File: src/rtl/taxi_pkg.sv
// Shared definitions for the taxi meter: trip state encoding and BCD fare width.
package taxi_pkg;

  localparam int unsigned BcdW = 16;
  localparam logic [BcdW-1:0] MaxFareBcdDefault = 16'h9990;

  typedef enum logic [1:0] {
    StIdle = 2'b00,
    StRun  = 2'b01,
    StWait = 2'b10,
    StHold = 2'b11
  } meter_state_e;

endpackage

File: src/rtl/taxi_pulse_gen.sv
// Registered 50%-duty pulse generator; the output comes straight from a flop so it can
// safely clock downstream logic.
module taxi_pulse_gen #(
  parameter int unsigned PERIOD = 4
) (
  input  logic clk,
  input  logic rst,
  input  logic en,
  input  logic sync_clr,
  output logic pulse
);

  localparam int unsigned CntW = (PERIOD > 1) ? $clog2(PERIOD) : 1;
  localparam int unsigned Half = PERIOD / 2;

  logic [CntW-1:0] cnt_q, cnt_d;
  logic            pulse_q, pulse_d;

  // cnt_d is the phase of the coming cycle; sync_clr makes that cycle phase 0.
  always_comb begin
    cnt_d = cnt_q;
    if (sync_clr) begin
      cnt_d = '0;
    end else if (cnt_q == CntW'(PERIOD - 1)) begin
      cnt_d = '0;
    end else begin
      cnt_d = cnt_q + CntW'(1);
    end
    pulse_d = en && (cnt_d < CntW'(Half));
  end

  always_ff @(posedge clk or posedge rst) begin
    if (rst) begin
      cnt_q   <= '0;
      pulse_q <= 1'b0;
    end else begin
      cnt_q   <= cnt_d;
      pulse_q <= pulse_d;
    end
  end

  assign pulse = pulse_q;

endmodule

File: src/rtl/taxi_meter_ctrl.sv
// Taxi meter trip sequencer: IDLE/RUN/WAIT/HOLD FSM, idle-timeout counter, sticky fare cap
// flag and accumulator clear. All outputs are registered from next-state values.
module taxi_meter_ctrl
  import taxi_pkg::*;
#(
  parameter int unsigned     WAIT_TIMEOUT = 50_000_000,
  parameter int unsigned     WAIT_UNIT    = 50_000_000,
  parameter logic [BcdW-1:0] MAX_FARE_BCD = MaxFareBcdDefault
) (
  input  logic            clk,
  input  logic            rst,
  input  logic            start_btn,
  input  logic            stop_btn,
  input  logic            wheel_pulse,
  input  logic [BcdW-1:0] fare_total_bcd,
  output logic            dist_en,
  output logic            wait_en,
  output logic            wait_fare_pulse,
  output logic            max,
  output logic            clear,
  output logic [1:0]      meter_state
);

  localparam int unsigned IdleW = $clog2(WAIT_TIMEOUT);

  meter_state_e     state_q, state_d;
  logic [IdleW-1:0] idle_cnt_q, idle_cnt_d;
  logic             max_q, max_d;
  logic             clear_q, clear_d;
  logic             dist_en_q, wait_en_q;
  logic             pulse_en, pulse_sync_clr;

  always_comb begin
    state_d    = state_q;
    idle_cnt_d = '0;
    clear_d    = 1'b0;
    unique case (state_q)
      StIdle: begin
        if (start_btn) begin
          state_d = StRun;
          clear_d = 1'b1;
        end
      end
      StRun: begin
        if (stop_btn) begin
          state_d = StHold;
        end else if (wheel_pulse) begin
          idle_cnt_d = '0;
        end else if (idle_cnt_q == IdleW'(WAIT_TIMEOUT - 1)) begin
          state_d = StWait;
        end else begin
          idle_cnt_d = idle_cnt_q + IdleW'(1);
        end
      end
      StWait: begin
        if (stop_btn) begin
          state_d = StHold;
        end else if (wheel_pulse) begin
          state_d = StRun;
        end
      end
      StHold: begin
        if (stop_btn) begin
          state_d = StIdle;
          clear_d = 1'b1;
        end else if (start_btn) begin
          state_d = StRun;
          clear_d = 1'b1;
        end
      end
      default: state_d = StIdle;
    endcase

    // Packed BCD keeps numeric order, so a plain unsigned compare finds the cap.
    if (clear_d) begin
      max_d = 1'b0;
    end else begin
      max_d = max_q || (fare_total_bcd >= MAX_FARE_BCD);
    end

    pulse_en       = (state_d == StWait) && !max_d;
    pulse_sync_clr = (state_q != StWait);
  end

  always_ff @(posedge clk or posedge rst) begin
    if (rst) begin
      state_q    <= StIdle;
      idle_cnt_q <= '0;
      max_q      <= 1'b0;
      clear_q    <= 1'b0;
      dist_en_q  <= 1'b0;
      wait_en_q  <= 1'b0;
    end else begin
      state_q    <= state_d;
      idle_cnt_q <= idle_cnt_d;
      max_q      <= max_d;
      clear_q    <= clear_d;
      dist_en_q  <= (state_d == StRun) && !max_d;
      wait_en_q  <= (state_d == StWait) && !max_d;
    end
  end

  taxi_pulse_gen #(
    .PERIOD (WAIT_UNIT)
  ) u_wait_pulse (
    .clk      (clk),
    .rst      (rst),
    .en       (pulse_en),
    .sync_clr (pulse_sync_clr),
    .pulse    (wait_fare_pulse)
  );

  assign dist_en     = dist_en_q;
  assign wait_en     = wait_en_q;
  assign max         = max_q;
  assign clear       = clear_q;
  assign meter_state = state_q;

endmodule
File: config.mk
export PLATFORM = sky130hd
export DESIGN_NAME = taxi_meter_ctrl
export DESIGN_NICKNAME = d
export VERILOG_FILES = /design/src/rtl/taxi_pkg.sv /design/src/rtl/taxi_pulse_gen.sv /design/src/rtl/taxi_meter_ctrl.sv
export SDC_FILE = /design/constraint.sdc
export NUM_CORES = 1
export LEC_CHECK = 0
export BUFFER_PORTS_ARGS = -buffer_cell sky130_fd_sc_hd__clkbuf_2
export CAP_MARGIN = 20
export CORE_ASPECT_RATIO = 0.7
export CORE_MARGIN = 3
export CORE_UTILIZATION = 62
export CTS_CLUSTER_SIZE = 20
export DETAILED_ROUTE_END_ITERATION = 6
export PLACE_DENSITY = 0.93
export SYNTH_ARGS = -nofsm -noshare
export SYNTH_HDL_FRONTEND = slang
export SYNTH_SLANG_ARGS = --single-unit
File: constraint.sdc
create_clock -name clk -period 3.7 [get_ports clk]
set_clock_uncertainty 0.2 [all_clocks]
set_input_delay 0.74 -clock clk [delete_from_list [all_inputs] [get_ports clk]]
set_output_delay 0.74 -clock clk [all_outputs]
set_load 0.01 [all_outputs]
# Yosys cells after proc, flatten, opt, wreduce, memory -nomap -nowiden
# Cells that the tools add are included.
totals:
  regBits: 59
  output_inout_bits: 7
classes:
  n_reduce_logical: 6
  addsub: 2
  n_eq_ne: 8
  magnitude_cmp: 2
  muxes: 18
ops:
  columns: ["op", "count"]
  rows:
  - ["2-to-1 mux 26 bit", 6]
  - ["adder 26 x 1 -> 26 bit, second input constant", 2]
  - ["== test 26 bit, second input constant", 2]
  - ["< comparator 26 x 25 -> 1 bit, second input constant", 1]
  - [">= comparator 16 bit, second input constant", 1]
  - ["2-to-1 mux 2 bit", 7]
  - ["case mux 2 bit (4 select lines)", 1]
  - ["== test 2 bit, second input constant", 3]
  - ["== test 2 x 1 -> 1 bit, second input constant", 2]
  - ["logical AND 1 bit", 3]
  - ["2-to-1 mux 1 bit", 3]
  - ["zero test 2 bit", 1]
  - ["inequality test 2 bit, second input constant", 1]
  - ["case mux 1 bit (2 select lines)", 1]
  - ["zero test 1 bit", 1]
  - ["logical OR 1 bit", 1]

# Longest topological paths before layout
# Gate-level depths: netlist of the first run.
logic_depth:
  word_depth: 8
  mapped_depth: 9
  mapped_depth_nobuf: 9

# By module
# A second synthesis of the first run with hierarchy kept.
hier_totals:
  hier_cells: 353
  area_unflattened_um2: 3452.1
modules_own_cells:
  columns: ["module", "n_inst", "seq_area_each_um2", "cells_per_inst", "area_per_inst_um2"]
  rows:
  - ["taxi_meter_ctrl", 1, 800.8, 187, 1823.0]
  - ["taxi_pulse_gen", 1, 675.6, 166, 1629.1]

# Worst setup path after synthesis of the first run
# OpenSTA, ideal clock, no wires.
synth_timing:
  kind: "register to register"
  start: "reg u_wait_pulse.cnt_q[0]"
  end: "reg u_wait_pulse.pulse_q (netlist: u_wait_pulse.pulse)"
  path_slack_ps: 1270
  t_required_ps: 3416
  stages_incl_launch_ff: 9
  arrival_time_ps: 2146
  setup_time_ps: 84
  path_cell_list: "dfrtp_1 -> ha_1 -> and4_1 -> nand2_2 -> o41ai_4 -> and3b_1 -> nor4b_2 -> o2bb2ai_1 -> a41oi_2"
synth_between:
  elab_chain_len: 5
synth_rtl:
  columns: ["element", "line_no", "source"]
  rows:
  - ["start: declaration", "taxi_pulse_gen.sv:16", "logic [CntW-1:0] cnt_q, cnt_d;"]
  - ["start signal: assignment", "taxi_pulse_gen.sv:37", "cnt_q <= cnt_d;"]
  - ["adder 26 x 1 -> 26 bit or == test 26 bit (tied branches)", "taxi_pulse_gen.sv:27, taxi_pulse_gen.sv:24", null]
  - ["2-to-1 mux 26 bit *", "taxi_pulse_gen.sv:24", "end else if (cnt_q == CntW'(PERIOD - 1)) begin"]
  - ["2-to-1 mux 26 bit *", "taxi_pulse_gen.sv:22", "if (sync_clr) begin"]
  - ["< comparator 26 x 25 -> 1 bit *", "taxi_pulse_gen.sv:29", "pulse_d = en && (cnt_d < CntW'(Half));"]
  - ["logical AND 1 bit *", "taxi_pulse_gen.sv:29", null]
  - ["via u_wait_pulse.pulse_d", "taxi_pulse_gen.sv:17", "logic pulse_q, pulse_d;"]
  - ["end signal: assignment", "taxi_pulse_gen.sv:38", "pulse_q <= pulse_d;"]
  - ["end: declaration", "taxi_pulse_gen.sv:17", null]
# Mark *: on every way through the listed nets, which the timed path passes. The rest lies on a longest branch.

# Worst setup path after layout of the first run
layout_timing:
  start: "reg u_wait_pulse.cnt_q[0]"
  end: "reg u_wait_pulse.pulse_q (netlist: u_wait_pulse.pulse)"
layout_between:
  elab_chain_len: 5
layout_rtl:
  columns: ["element", "line_no"]
  rows:
  - ["adder 26 x 1 -> 26 bit or == test 26 bit (tied branches)", "taxi_pulse_gen.sv:27, taxi_pulse_gen.sv:24"]
  - ["2-to-1 mux 26 bit *", "taxi_pulse_gen.sv:24"]
  - ["2-to-1 mux 26 bit *", "taxi_pulse_gen.sv:22"]
  - ["via u_wait_pulse.cnt_d[24]", "taxi_pulse_gen.sv:16"]
  - ["< comparator 26 x 25 -> 1 bit *", "taxi_pulse_gen.sv:29"]
  - ["logical AND 1 bit *", "taxi_pulse_gen.sv:29"]
  - ["via u_wait_pulse.pulse_d", "taxi_pulse_gen.sv:17"]
# Marked as above.

==> summary.md, run 1 <==
| Metric | Value |
|---|---|
| Outcome | complete, no violations |
| Drt pass-1 iters | 7 |
| Main flop type after synthesis | dfrtp_1 |
| Crit Path Category | reg -> reg |
| Unrepaired setup endpoints after global routing | false |
| Ys Warns | 0 |
| Synth top area share | 46.7% |
| Relative slew margins | 36.8% |
| Iter 0 DRT Violations | 250 |
| Row cnt | 21 |
| Critical path arrival | 2.88 ns |
| Pin count of the biggest net entering global routing | 60 |
| Worst-path clk slew | 0.06 ns |
| Reg2reg path depth | 8 |
| Antenna violations before repair | 0 |
| R2r endpoint | u_wait_pulse.pulse$_DFF_PP0_ |
| Avg Inst Size Synth | 9.43 µm² |
| Final period util | 77.7% |
| Global router's overall resource usage | 23.9% |
| Yosys reg bits | 59 |
| Element type at the critical path start | register |
| CTS Buf Count | 9 |
| Latest clock arrival within the worst-skew pair | 0.34 ns |
| CP Max Fanout | 13 |
| Clock root buffer | clkbuf_8 |
| Vias in the first global route | 2447 |
| Post-DR vias/cell | 5.90 |
| Ports | 28 |
| FILL cells | 337 |
| Vert. Die Dim | 65.7 µm |
| Max Fclk | 348 MHz |
| VDD IR max | 0.000373 V |
| Critical Path End Type | register |
| Final critical-path required period | 2.88 ns |
| Gp weighted congestion | 0.858 |
| Routed WL | 6.59 mm |
| Design Power | 0.00156 W |
| # resized after CTS | 0 |
| Fin. Hold Viols | 0 |
| Share of layout cells above drive strength 1 | 13.3% |
| Total of max-cap violations | 0 |
| Reg2Reg Launch Point | u_wait_pulse.cnt_q[0]$_DFF_PP0_ |
| Yosys cell types | 48 |
| Synth-to-Final Area Change | 12.2% |
| Starting Density | 65.0% |
| PortBufs | 23 |
| Antenna Nets Post-Route | 0 |
| CP Capture Point | u_wait_pulse.pulse$_DFF_PP0_ |
| CTS tree | built |
| First-pass GRT wire length | 11.1 mm |
| Crit path required time | 3.71 ns |
| Max clock buf depth | 2 |
| Post-route setup TNS | 0 ns |
| Full die area | 6000 µm² |
| Setup violators final | 0 |
| Leakage | 1.41 nW |
| Synthesized net count | 363 |
| Core region area | 4860 µm² |
| H-tree depth | 3 |
| Pins Over Slew Limit | 0 |
| Die Width | 91.3 µm |
| Largest cells by area after synthesis | dfrtp_1 (47%), nor2_1 (7.5%), xnor2_1 (7.2%) |
| Worst Hold Launch | idle_cnt_q[0]$_DFF_PP0_ |
| Top cells by count, synth | nor2_1 (63), dfrtp_1 (59), xnor2_1 (26) |
| Drc violations | 0 |
| Final cell count without fillers | 437 |
| Worst Hold Class | reg -> reg |
| Most numerous cell in the Yosys netlist | nor2_1 |
| Antenna cells | 0 |
| Detailed Place HPWL | 4.57 mm |
| Slew @ Worst Pin | 0.945 ns |
| Post-Syn Area | 3160 µm² |
| Worst Setup SP | u_wait_pulse.cnt_q[0]$_DFF_PP0_ |
| EDFF count, synth | 0 |
| PwrDens | 441 nW/µm² |
| Mapped Cells | 335 |
| Setup bufs post-CTS | 0 |
| Synth area leader | dfrtp_1 |
| Grt total ovfl | 0 |
| # clock sinks | 59 |
| Seq/Total Area, Yosys | 46.7% |
| WL per Instance | 15.1 µm |
| Via count of the routed design | 2577 |
| Placed Cells | 422 |
| R2R setup slack | 0.82 ns |
| Asr flop ratio synth | 100% |
| CTS Hold Buffers Added | 0 |
| Layout Nets | 392 |
report_power, final:
part	internal (W)	switching, W	total, W	leakage (nW)
registers	0.000677	0.0000322	0.000709	0.816
clock network	0.000343	0.000239	0.000582	0.0995
logic	0.000105	0.000166	0.000271	0.499
layout by cell type (no fill, tap or decap), types with 2 or more instances in the layout:
cell	count
a31oi_1	2
or3_1	8
clkbuf_2	23
clkbuf_8	11
nor2_1	63
dfrtp_1	59
nor4bb_1	2
clkbuf_1	2
nand2_1	19
nand4_1	12
o31ai_1	2
buf_4	4
a21oi_1	12
nor2b_1	2
and4_1	4
inv_1	11
or4_1	2
and2_1	6
o21ai_0	8
xor2_1	16
a211oi_1	2
nor3_1	5
nor3b_1	3
ha_1	7
xnor2_1	26
nor4b_1	3
nand3_1	18
nor4_1	6
and3_1	6
kinds of logic after synthesis:
group                    Yosys count  share of synthesized area (%)
AND/OR/NAND/NOR                  168                           27.5
flip-flops                        59                           46.7
buffers and inverters             21                           2.69
adder cells (fa/ha/maj)            7                           2.77
AO/OA/AOI/OAI                     38                           8.67
XOR/XNOR                          42                           11.6
stage by stage:
step,instance area [µm²],util (%),setup WS [ns],hold slack [ns]
6_report,3550,72.9,0.825,0.297
5_1_grt,3550,72.9,0.685,0.321
4_1_cts,3550,72.9,0.826,0.296
3_5_place_dp,3350,69.0,0.842,0.288
3_3_place_gp,3350,69.0,0.938,0.274
2_1_floorplan,3160,-,1.27,0.255
cell type report:
type | instances | area (µm²) | area share [%]
flip-flops and latches | 59 | 1480 | 41.6
well taps | 69 | 86.3 | 2.43
multi-input cells | 255 | 1600 | 45.1
inverters | 12 | 45.0 | 1.27
clock buffers | 13 | 159 | 4.48
clock inverters | 2 | 35.0 | 0.988
repair buffers | 27 | 145 | 4.09
worst max-delay path: stages (launching register included):
cell and delay [ns]:
dfrtp_1 0.42, ha_1 0.22, and4_1 0.30, nand4_1 0.42, or4_1 0.61, a21oi_1 0.31
nand2_1 0.10, nand3b_1 0.12, a41oi_2 0.04
worst min-delay path by stage:
| stage | to | slack, ns | cells past startpoint |
|---|---|---|---|
| after floorplan | idle_cnt_q[0]$_DFF_PP0_ | 0.25 | 1 |
| after global placement | idle_cnt_q[0]$_DFF_PP0_ | 0.27 | 1 |
| after detailed placement | idle_cnt_q[0]$_DFF_PP0_ | 0.29 | 1 |
| after CTS | idle_cnt_q[0]$_DFF_PP0_ | 0.30 | 1 |
| after global routing | idle_cnt_q[0]$_DFF_PP0_ | 0.32 | 1 |
| final | idle_cnt_q[0]$_DFF_PP0_ | 0.30 | 1 |
flip-flops by register name, summed over array words and instances, names as in the netlist:
| signal | flops |
|---|---|
| clear | 1 |
| dist_en | 1 |
| idle_cnt_q | 26 |
| max | 1 |
| meter_state | 2 |
| u_wait_pulse.cnt_q | 26 |
| u_wait_pulse.pulse | 1 |
| wait_en | 1 |
per-layer routing:
metal | GRT usage, % | up-vias | part of all wire, % | wire, µm
met2 | 35.5 | 111 | 45 | 2970
met5 | 0 | - | 0 | 0
met4 | 9.59 | 0 | 2.0 | 129
met1 | 32.5 | 1214 | 45 | 2980
met3 | 8.24 | 24 | 7.7 | 507
li1 | - | 1228 | - | -
No activity file was read; power rests on OpenSTA's default activity.
==> run 2, diff against run 1 <==
--- a/config.mk
+++ b/config.mk
@@ -5,14 +5,15 @@
 export SDC_FILE = /design/constraint.sdc
 export NUM_CORES = 1
 export LEC_CHECK = 0
+export ABC_AREA = 1
 export BUFFER_PORTS_ARGS = -buffer_cell sky130_fd_sc_hd__clkbuf_2
 export CAP_MARGIN = 20
 export CORE_ASPECT_RATIO = 0.7
 export CORE_MARGIN = 3
-export CORE_UTILIZATION = 62
+export CORE_UTILIZATION = 54
 export CTS_CLUSTER_SIZE = 20
 export DETAILED_ROUTE_END_ITERATION = 6
-export PLACE_DENSITY = 0.93
+export PLACE_DENSITY = 0.86
 export SYNTH_ARGS = -nofsm -noshare
 export SYNTH_HDL_FRONTEND = slang
 export SYNTH_SLANG_ARGS = --single-unit
==> constraint.sdc (replaced) <==
create_clock -name clk -period 2.5 [get_ports clk]
set_clock_uncertainty 0.2 [all_clocks]
set_input_delay 0.5 -clock clk [delete_from_list [all_inputs] [get_ports clk]]
set_output_delay 0.5 -clock clk [all_outputs]
set_load 0.01 [all_outputs]
==> run 2 against run 1 <==
Synthesized cell count up 45%. Largest cell class unchanged. Global-route usage down 0.79 points. Power up 55%. Sequential power up 47%. Register-to-register slack worse by 0.60 ns. Sequential share of layout area down 4.9 points.
==> summary.md, run 2 <==
| Metric | Value |
|---|---|
| H-tree depth | 3 (unchanged) |
| Relative slew margins | 62.5% (+26 points) |
| Yosys cell types | 35 (-27%) |
| Synthesized net count | 515 (+42%) |
| VDD IR max | 0.000482 V (+29%) |
| Setup bufs post-CTS | 0 (unchanged) |
| Most numerous cell in the Yosys netlist | nor2_1 |
| Slew @ Worst Pin | 0.558 ns (-0.387 ns) |
| Leakage | 1.92 nW (+35%) |
| Crit path required time | 2.54 ns (-1.17 ns) |
| Reg2reg path depth | 13 (+5) |
| Critical Path End Type | register |
| Post-DR vias/cell | 5.45 (-7.5%) |
| Pins Over Slew Limit | 0 (unchanged) |
| Critical path arrival | 2.32 ns (-0.56 ns) |
| WHS | 0.261 ns (-0.0368 ns) |
| Max Fclk | 439 MHz (+26%) |
| Reg2Reg Launch Point | u_wait_pulse.cnt_q[0]$_DFF_PP0_ |
| Share of layout cells above drive strength 1 | 13.9% (+0.54 points) |
| First-pass GRT wire length | 13.5 mm (+22%) |
| CTS tree | built |
| Fin util | 63.7% (-9.3 points) |
| Worst Hold Launch | idle_cnt_q[0]$_DFF_PP0_ |
| Largest cells by area after synthesis | dfrtp_1 (41%), nor2_1 (10%), nand2_1 (10%) |
| Pin count of the biggest net entering global routing | 37 (-38%) |
| Worst-path clk slew | 0.07 ns (about the same) |
| Drt pass-1 iters | 5 (-2) |
| Yosys reg bits | 59 (unchanged) |
| Grt total ovfl | 0 (unchanged) |
| Element type at the critical path start | register |
| Total of max-cap violations | 0 (unchanged) |
| Post-route setup TNS | 0 ns (unchanged) |
| Commonest non-fill, non-tap cells in the layout | nor2_1 (99), nand2_1 (97), inv_1 (72) |
| Placed Area | 3790 µm² (+13%) |
| Die Width | 103 µm (+13%) |
| PortBufs | 23 (unchanged) |
| Antenna cells | 0 (unchanged) |
| Avg Inst Size Synth | 7.31 µm² (-22%) |
| Iter 0 DRT Violations | 319 (+28%) |
| Global router's overall resource usage | 23.2% (-0.79 points) |
| Mapped Cells | 487 (+45%) |
| Fin area | 4020 µm² (+13%) |
| Synth-to-Final Area Change | 12.7% |
| Worst Hold Class | reg -> reg |
| Fin. Hold Viols | 0 (unchanged) |
| FILL cells | 532 (+58%) |
| Latest clock arrival within the worst-skew pair | 0.35 ns (about the same) |
| Crit Path Category | reg -> reg |
| Detailed Place HPWL | 6.04 mm (+32%) |
| Ys Warns | 0 (unchanged) |
| Hold Crit Depth | 1 (unchanged) |
| CP Max Fanout | 10 (-3) |
| Row cnt | 24 (+14%) |
| Clock root buffer | clkbuf_8 |
| Drc violations | 0 (unchanged) |
| Antenna Nets Post-Route | 0 (unchanged) |
| R2R setup slack | 0.22 ns (-0.60 ns) |
| Starting Density | 56.5% (-8.5 points) |
| Vias in the first global route | 2928 (+20%) |
| Via count of the routed design | 3300 (+28%) |
| Asr flop ratio synth | 100% (unchanged) |
| Antenna violations before repair | 0 (unchanged) |
| Design Power | 0.00242 W (+55%) |
| Ports | 28 (unchanged) |
| Post-Syn Area | 3560 µm² (+13%) |
| Outcome | complete, no violations |
| EDFF count, synth | 0 (unchanged) |
| Max clock buf depth | 2 (unchanged) |
| Layout Nets | 550 (+40%) |
| Unrepaired setup endpoints after global routing | false |
| Main flop type after synthesis | dfrtp_1 |
| PwrDens | 603 nW/µm² (+37%) |
| Full die area | 7620 µm² (+27%) |
| Core region area | 6310 µm² (+30%) |
| Gp weighted congestion | 0.856 (-0.23%) |
| Synth top area share | 41.4% (-5.3 points) |
| Final critical-path required period | 2.28 ns (-0.599 ns) |
| CTS Buf Count | 9 (unchanged) |
| Setup violators final | 0 (unchanged) |
| Seq/Total Area, Yosys | 41.4% (-5.3 points) |
| Top cells by count, synth | nor2_1 (99), nand2_1 (97), inv_1 (73) |
| Vert. Die Dim | 74.0 µm (+13%) |
| Worst Setup SP | u_wait_pulse.cnt_q[0]$_DFF_PP0_ |
| # clock sinks | 59 (unchanged) |
| Synth area leader | dfrtp_1 |
| Routed WL | 7.99 mm (+21%) |
| Commonest non-fill, non-tap cell in the layout | nor2_1 |
| WL per Instance | 13.2 µm (-12%) |
| Final period util | 91.0% (+13 points) |
## run 2: cell types whose count changed after synthesis, moves of 5 or more
cell / change
and2_1: -5
and3_1: -6
inv_1: +61
nand2_1: +78
nand3_1: +23
nor2_1: +36
nor2_2: +8
nor3_1: +7
nor4_1: -5
or3_1: -8
xnor2_1: -20
xor2_1: -5
## run 2: layout make-up
class                   count  area (µm²)  area share (%)
clock buffers              12         165            4.11
clock inverters             4        47.5            1.18
inverters                  76         288            7.17
multi-input cells         350        1790            44.5
flip-flops and latches     59        1480            36.8
well taps                  78        97.6            2.43
repair buffers             26         153            3.80
## run 2: repair_timing
item	CTS	global route
hold endpoints to repair	23	0
hold buffers	1	0
gates resized for setup	0	0
## run 2: where the power goes
group	leakage (nW)	internal, W	switching, W
sequential	0.815	0.00100	0.0000403
combinational	0.993	0.000147	0.000302
clock	0.108	0.000538	0.000391
## run 2: worst max-delay path, cell delays in order, from the launching register on
cell and delay, ns:
dfrtp_1 0.40, ha_1 0.27, inv_1 0.11, nor2_4 0.05, nand3_1 0.09, nor2_1 0.06
nand2_1 0.11, nand2_4 0.13, nor2_1 0.22, nand2_1 0.07, nor2_1 0.14, nand3_1 0.11
nand2_1 0.12, a21oi_1 0.07
## run 2: worst paths after layout
kind / to
min in group asynchronous: idle_cnt_q[4]$_DFF_PP0_
min: idle_cnt_q[0]$_DFF_PP0_
min reg2reg: idle_cnt_q[0]$_DFF_PP0_
max: u_wait_pulse.pulse$_DFF_PP0_
max reg2reg: u_wait_pulse.pulse$_DFF_PP0_
max in group asynchronous: idle_cnt_q[25]$_DFF_PP0_
## run 2: metal layers
metal / wire, µm / global-route usage, %
met4: 116 / 8.48
met3: 723 / 6.28
met5: 0 / 0
met1: 3710 / 33.6
met2: 3450 / 33.5
## run 2: kinds of logic (layout without fill, tap and decap cells)
kind of cell / Yosys count / after routing / synth area share [%]
and+or+nand+nor: 294 / 294 / 38.6
adders and majority gates: 7 / 7 / 2.46
xor gates and xnor gates: 17 / 17 / 4.18
AOI/OAI and AO/OA: 32 / 32 / 4.99
buffers and inverters: 78 / 118 / 8.36
DFF: 59 / 59 / 41.4
## run 2: per-stage QoR
step / instances / setup WS [ns]
after CTS: 605 / 0.244
after floorplan: 487 / 0.344
after detailed placement: 588 / 0.252
after global routing: 605 / 0.000897
after global placement: 588 / 0.339
final: 605 / 0.224
==> run 3, diff against run 2 <==
--- a/config.mk
+++ b/config.mk
@@ -14,6 +14,7 @@
 export CTS_CLUSTER_SIZE = 20
 export DETAILED_ROUTE_END_ITERATION = 6
 export PLACE_DENSITY = 0.86
+export RECOVER_POWER = 25
 export SYNTH_ARGS = -nofsm -noshare
 export SYNTH_HDL_FRONTEND = slang
 export SYNTH_SLANG_ARGS = --single-unit
==> run 3 against run 2 <==
Largest power group unchanged. Power down 0.64%. Largest cell class unchanged. Clock power is 0.4% lower. Register-to-register slack hardly changed. Via count decreased by 0.45%. Fmax decreased by 0.31%. Critical path depth unchanged. Critical path type unchanged. First-iteration DRC count shrank 8.8%.
==> summary.md, run 3 (synthesis gave the netlist of run 2 again) <==
| Metric | Value |
|---|---|
| Crit Path Category | reg -> reg |
| Setup violators final | 0 (unchanged) |
| Vert. Die Dim | 74.0 µm (unchanged) |
| CP Max Fanout | 10 (unchanged) |
| Worst Hold Launch | idle_cnt_q[0]$_DFF_PP0_ |
| Core region area | 6310 µm² (unchanged) |
| Worst Hold Class | reg -> reg |
| Outcome | complete, no violations |
| Antenna violations before repair | 0 (unchanged) |
| Post-route setup TNS | 0 ns (unchanged) |
| WHS | 0.260 ns (-0.0000830 ns) |
| Ports | 28 (unchanged) |
| Vias in the first global route | 2928 (unchanged) |
| Switch share | 30.2% (-0.073 points) |
| First-pass GRT wire length | 13.5 mm (unchanged) |
| Die Width | 103 µm (unchanged) |
| Starting Density | 56.5% (unchanged) |
| Critical Path End Type | register |
| VDD IR max | 0.000466 V (-3.4%) |
| Final critical-path required period | 2.28 ns (+0.00710 ns) |
| Relative slew margins | 39.1% (-23 points) |
| Commonest non-fill, non-tap cells in the layout | nor2_1 (99), nand2_1 (97), inv_1 (73) |
| Max Fclk | 438 MHz (-0.31%) |
| # resized after CTS | 0 (unchanged) |
| WL per Instance | 13.2 µm (-0.34%) |
| Crit-path slowest cell | dfrtp_1 |
| Fin. Hold Viols | 0 (unchanged) |
| Element type at the critical path start | register |
| Reg2reg path depth | 13 (unchanged) |
| Crit-path cells | ha_1, inv_1, nor2_4, nand3_1, nor2_1, nand2_1, nand2_4, nor2_1, nand2_1, nor2_1, nand3_1, nand2_1, a21oi_1 |
| Reg2Reg Launch Point | u_wait_pulse.cnt_q[0]$_DFF_PP0_ |
| Routed WL | 7.97 mm (-0.34%) |
| Unrepaired setup endpoints after global routing | false |
| Row cnt | 24 (unchanged) |
| # clock sinks | 59 (unchanged) |
| Via count of the routed design | 3285 (-0.45%) |
| Pin count of the biggest net entering global routing | 37 (unchanged) |
| Antenna cells | 0 (unchanged) |
| PwrDens | 603 nW/µm² (about the same) |
| Gp weighted congestion | 0.856 (unchanged) |
| Share of layout cells above drive strength 1 | 12.5% (-1.3 points) |
| FILL cells | 537 (+0.94%) |
| Pins Over Slew Limit | 0 (unchanged) |
| Slew @ Worst Pin | 0.913 ns (+0.355 ns) |
| Global router's overall resource usage | 23.2% (unchanged) |
| Internal | 0.00168 W (-0.53%) |
| Grt total ovfl | 0 (unchanged) |
| PortBufs | 23 (unchanged) |
| Final period util | 91.3% (+0.28 points) |
| Full die area | 7620 µm² (unchanged) |
| Total of max-cap violations | 0 (unchanged) |
| Clk pwr share | 38.4% (about the same) |
| Synth-to-Final Area Change | 12.0% |
| H-tree depth | 3 (unchanged) |
| Combinational share of power | 18.2% (-0.4 points) |
| Drc violations | 0 (unchanged) |
| Worst Setup SP | u_wait_pulse.cnt_q[0]$_DFF_PP0_ |
| Detailed Place HPWL | 6.04 mm (unchanged) |
| Clock root buffer | clkbuf_8 |
| Drt pass-1 iters | 6 (+1) |
| Leakage | 1.89 nW (-1.6%) |
| Hold Crit Depth | 1 (unchanged) |
| Post-DR vias/cell | 5.43 (-0.45%) |
| Iter 0 DRT Violations | 291 (-8.8%) |
| Max clock buf depth | 2 (unchanged) |
| Crit path required time | 2.54 ns (about the same) |
| CTS tree | built |
| Critical path arrival | 2.32 ns (about the same) |
| CTS Buf Count | 9 (unchanged) |
| Layout Nets | 550 (unchanged) |
| Latest clock arrival within the worst-skew pair | 0.35 ns (about the same) |
| Commonest non-fill, non-tap cell in the layout | nor2_1 |
| Seq pwr share | 43.4% (+0.3 points) |
| Worst-path clk slew | 0.07 ns (about the same) |
| Sw Pwr | 0.000728 W (-0.88%) |
| Crit-path max cell delay | 0.40 ns (about the same) |
| Antenna Nets Post-Route | 0 (unchanged) |
run 3: worst paths after layout:
kind,end,slack [ns]
setup / recovery,u_wait_pulse.pulse$_DFF_PP0_,0.22
hold / removal,idle_cnt_q[0]$_DFF_PP0_,0.26
setup reg to reg,u_wait_pulse.pulse$_DFF_PP0_,0.22
hold reg to reg,idle_cnt_q[0]$_DFF_PP0_,0.26
max in group asynchronous,meter_state[0]$_DFF_PP0_,0.32
min in group asynchronous,idle_cnt_q[4]$_DFF_PP0_,0.70
run 3: metal layers:
metal	track usage (%)	routed length [µm]	vias up
met2	33.5	3450	162
met4	8.48	109	0
li1	-	-	1608
met1	33.6	3650	1499
met5	0	0	-
met3	6.28	764	16
run 3: area by class of cell:
type / count / area, µm² / area share [%]
well taps: 78 / 97.6 / 2.45
flip-flops and latches: 59 / 1480 / 37.0
clock buffers: 12 / 165 / 4.14
repair buffers: 26 / 134 / 3.36
inverters: 76 / 288 / 7.21
multi-input cells: 350 / 1780 / 44.7
clock inverters: 4 / 47.5 / 1.19
run 3: power by group through the flow:
stage	logic, W	registers (W)	clock network (W)
6_report	0.000438	0.00104	0.000925
5_1_grt	0.000498	0.00105	0.000987
4_1_cts	0.000449	0.00104	0.000950
3_5_place_dp	0.000446	0.00106	0
3_3_place_gp	0.000425	0.00106	0
2_1_floorplan	0.000280	0.00107	0
run 3: stage by stage:
step	instance area, µm²	util (%)	setup WS [ns]	power [W]	cells
floorplan	3560	-	0.344	0.00135	487
global placement	3790	60.1	0.339	0.00148	588
detailed placement	3790	60.1	0.252	0.00151	588
CTS	4020	63.7	0.244	0.00244	605
global route	3990	63.3	0.000880	0.00253	605
finish	3990	63.3	0.217	0.00241	605
run 3: what timing repair did:
action	4_1_cts	5_1_grt
buffers inserted	0	0
hold endpoints to repair	23	0
hold buffers	1	0
run 3: critical path, delay by kind of cell (launching register included):
kind,cells,cell delay (ns)
AND/OR/NAND/NOR,10,1.13
AO/OA/AOI/OAI,1,0.07
buffers and inverters,1,0.11
flip-flops,1,0.40
adder cells (fa/ha/maj),1,0.27
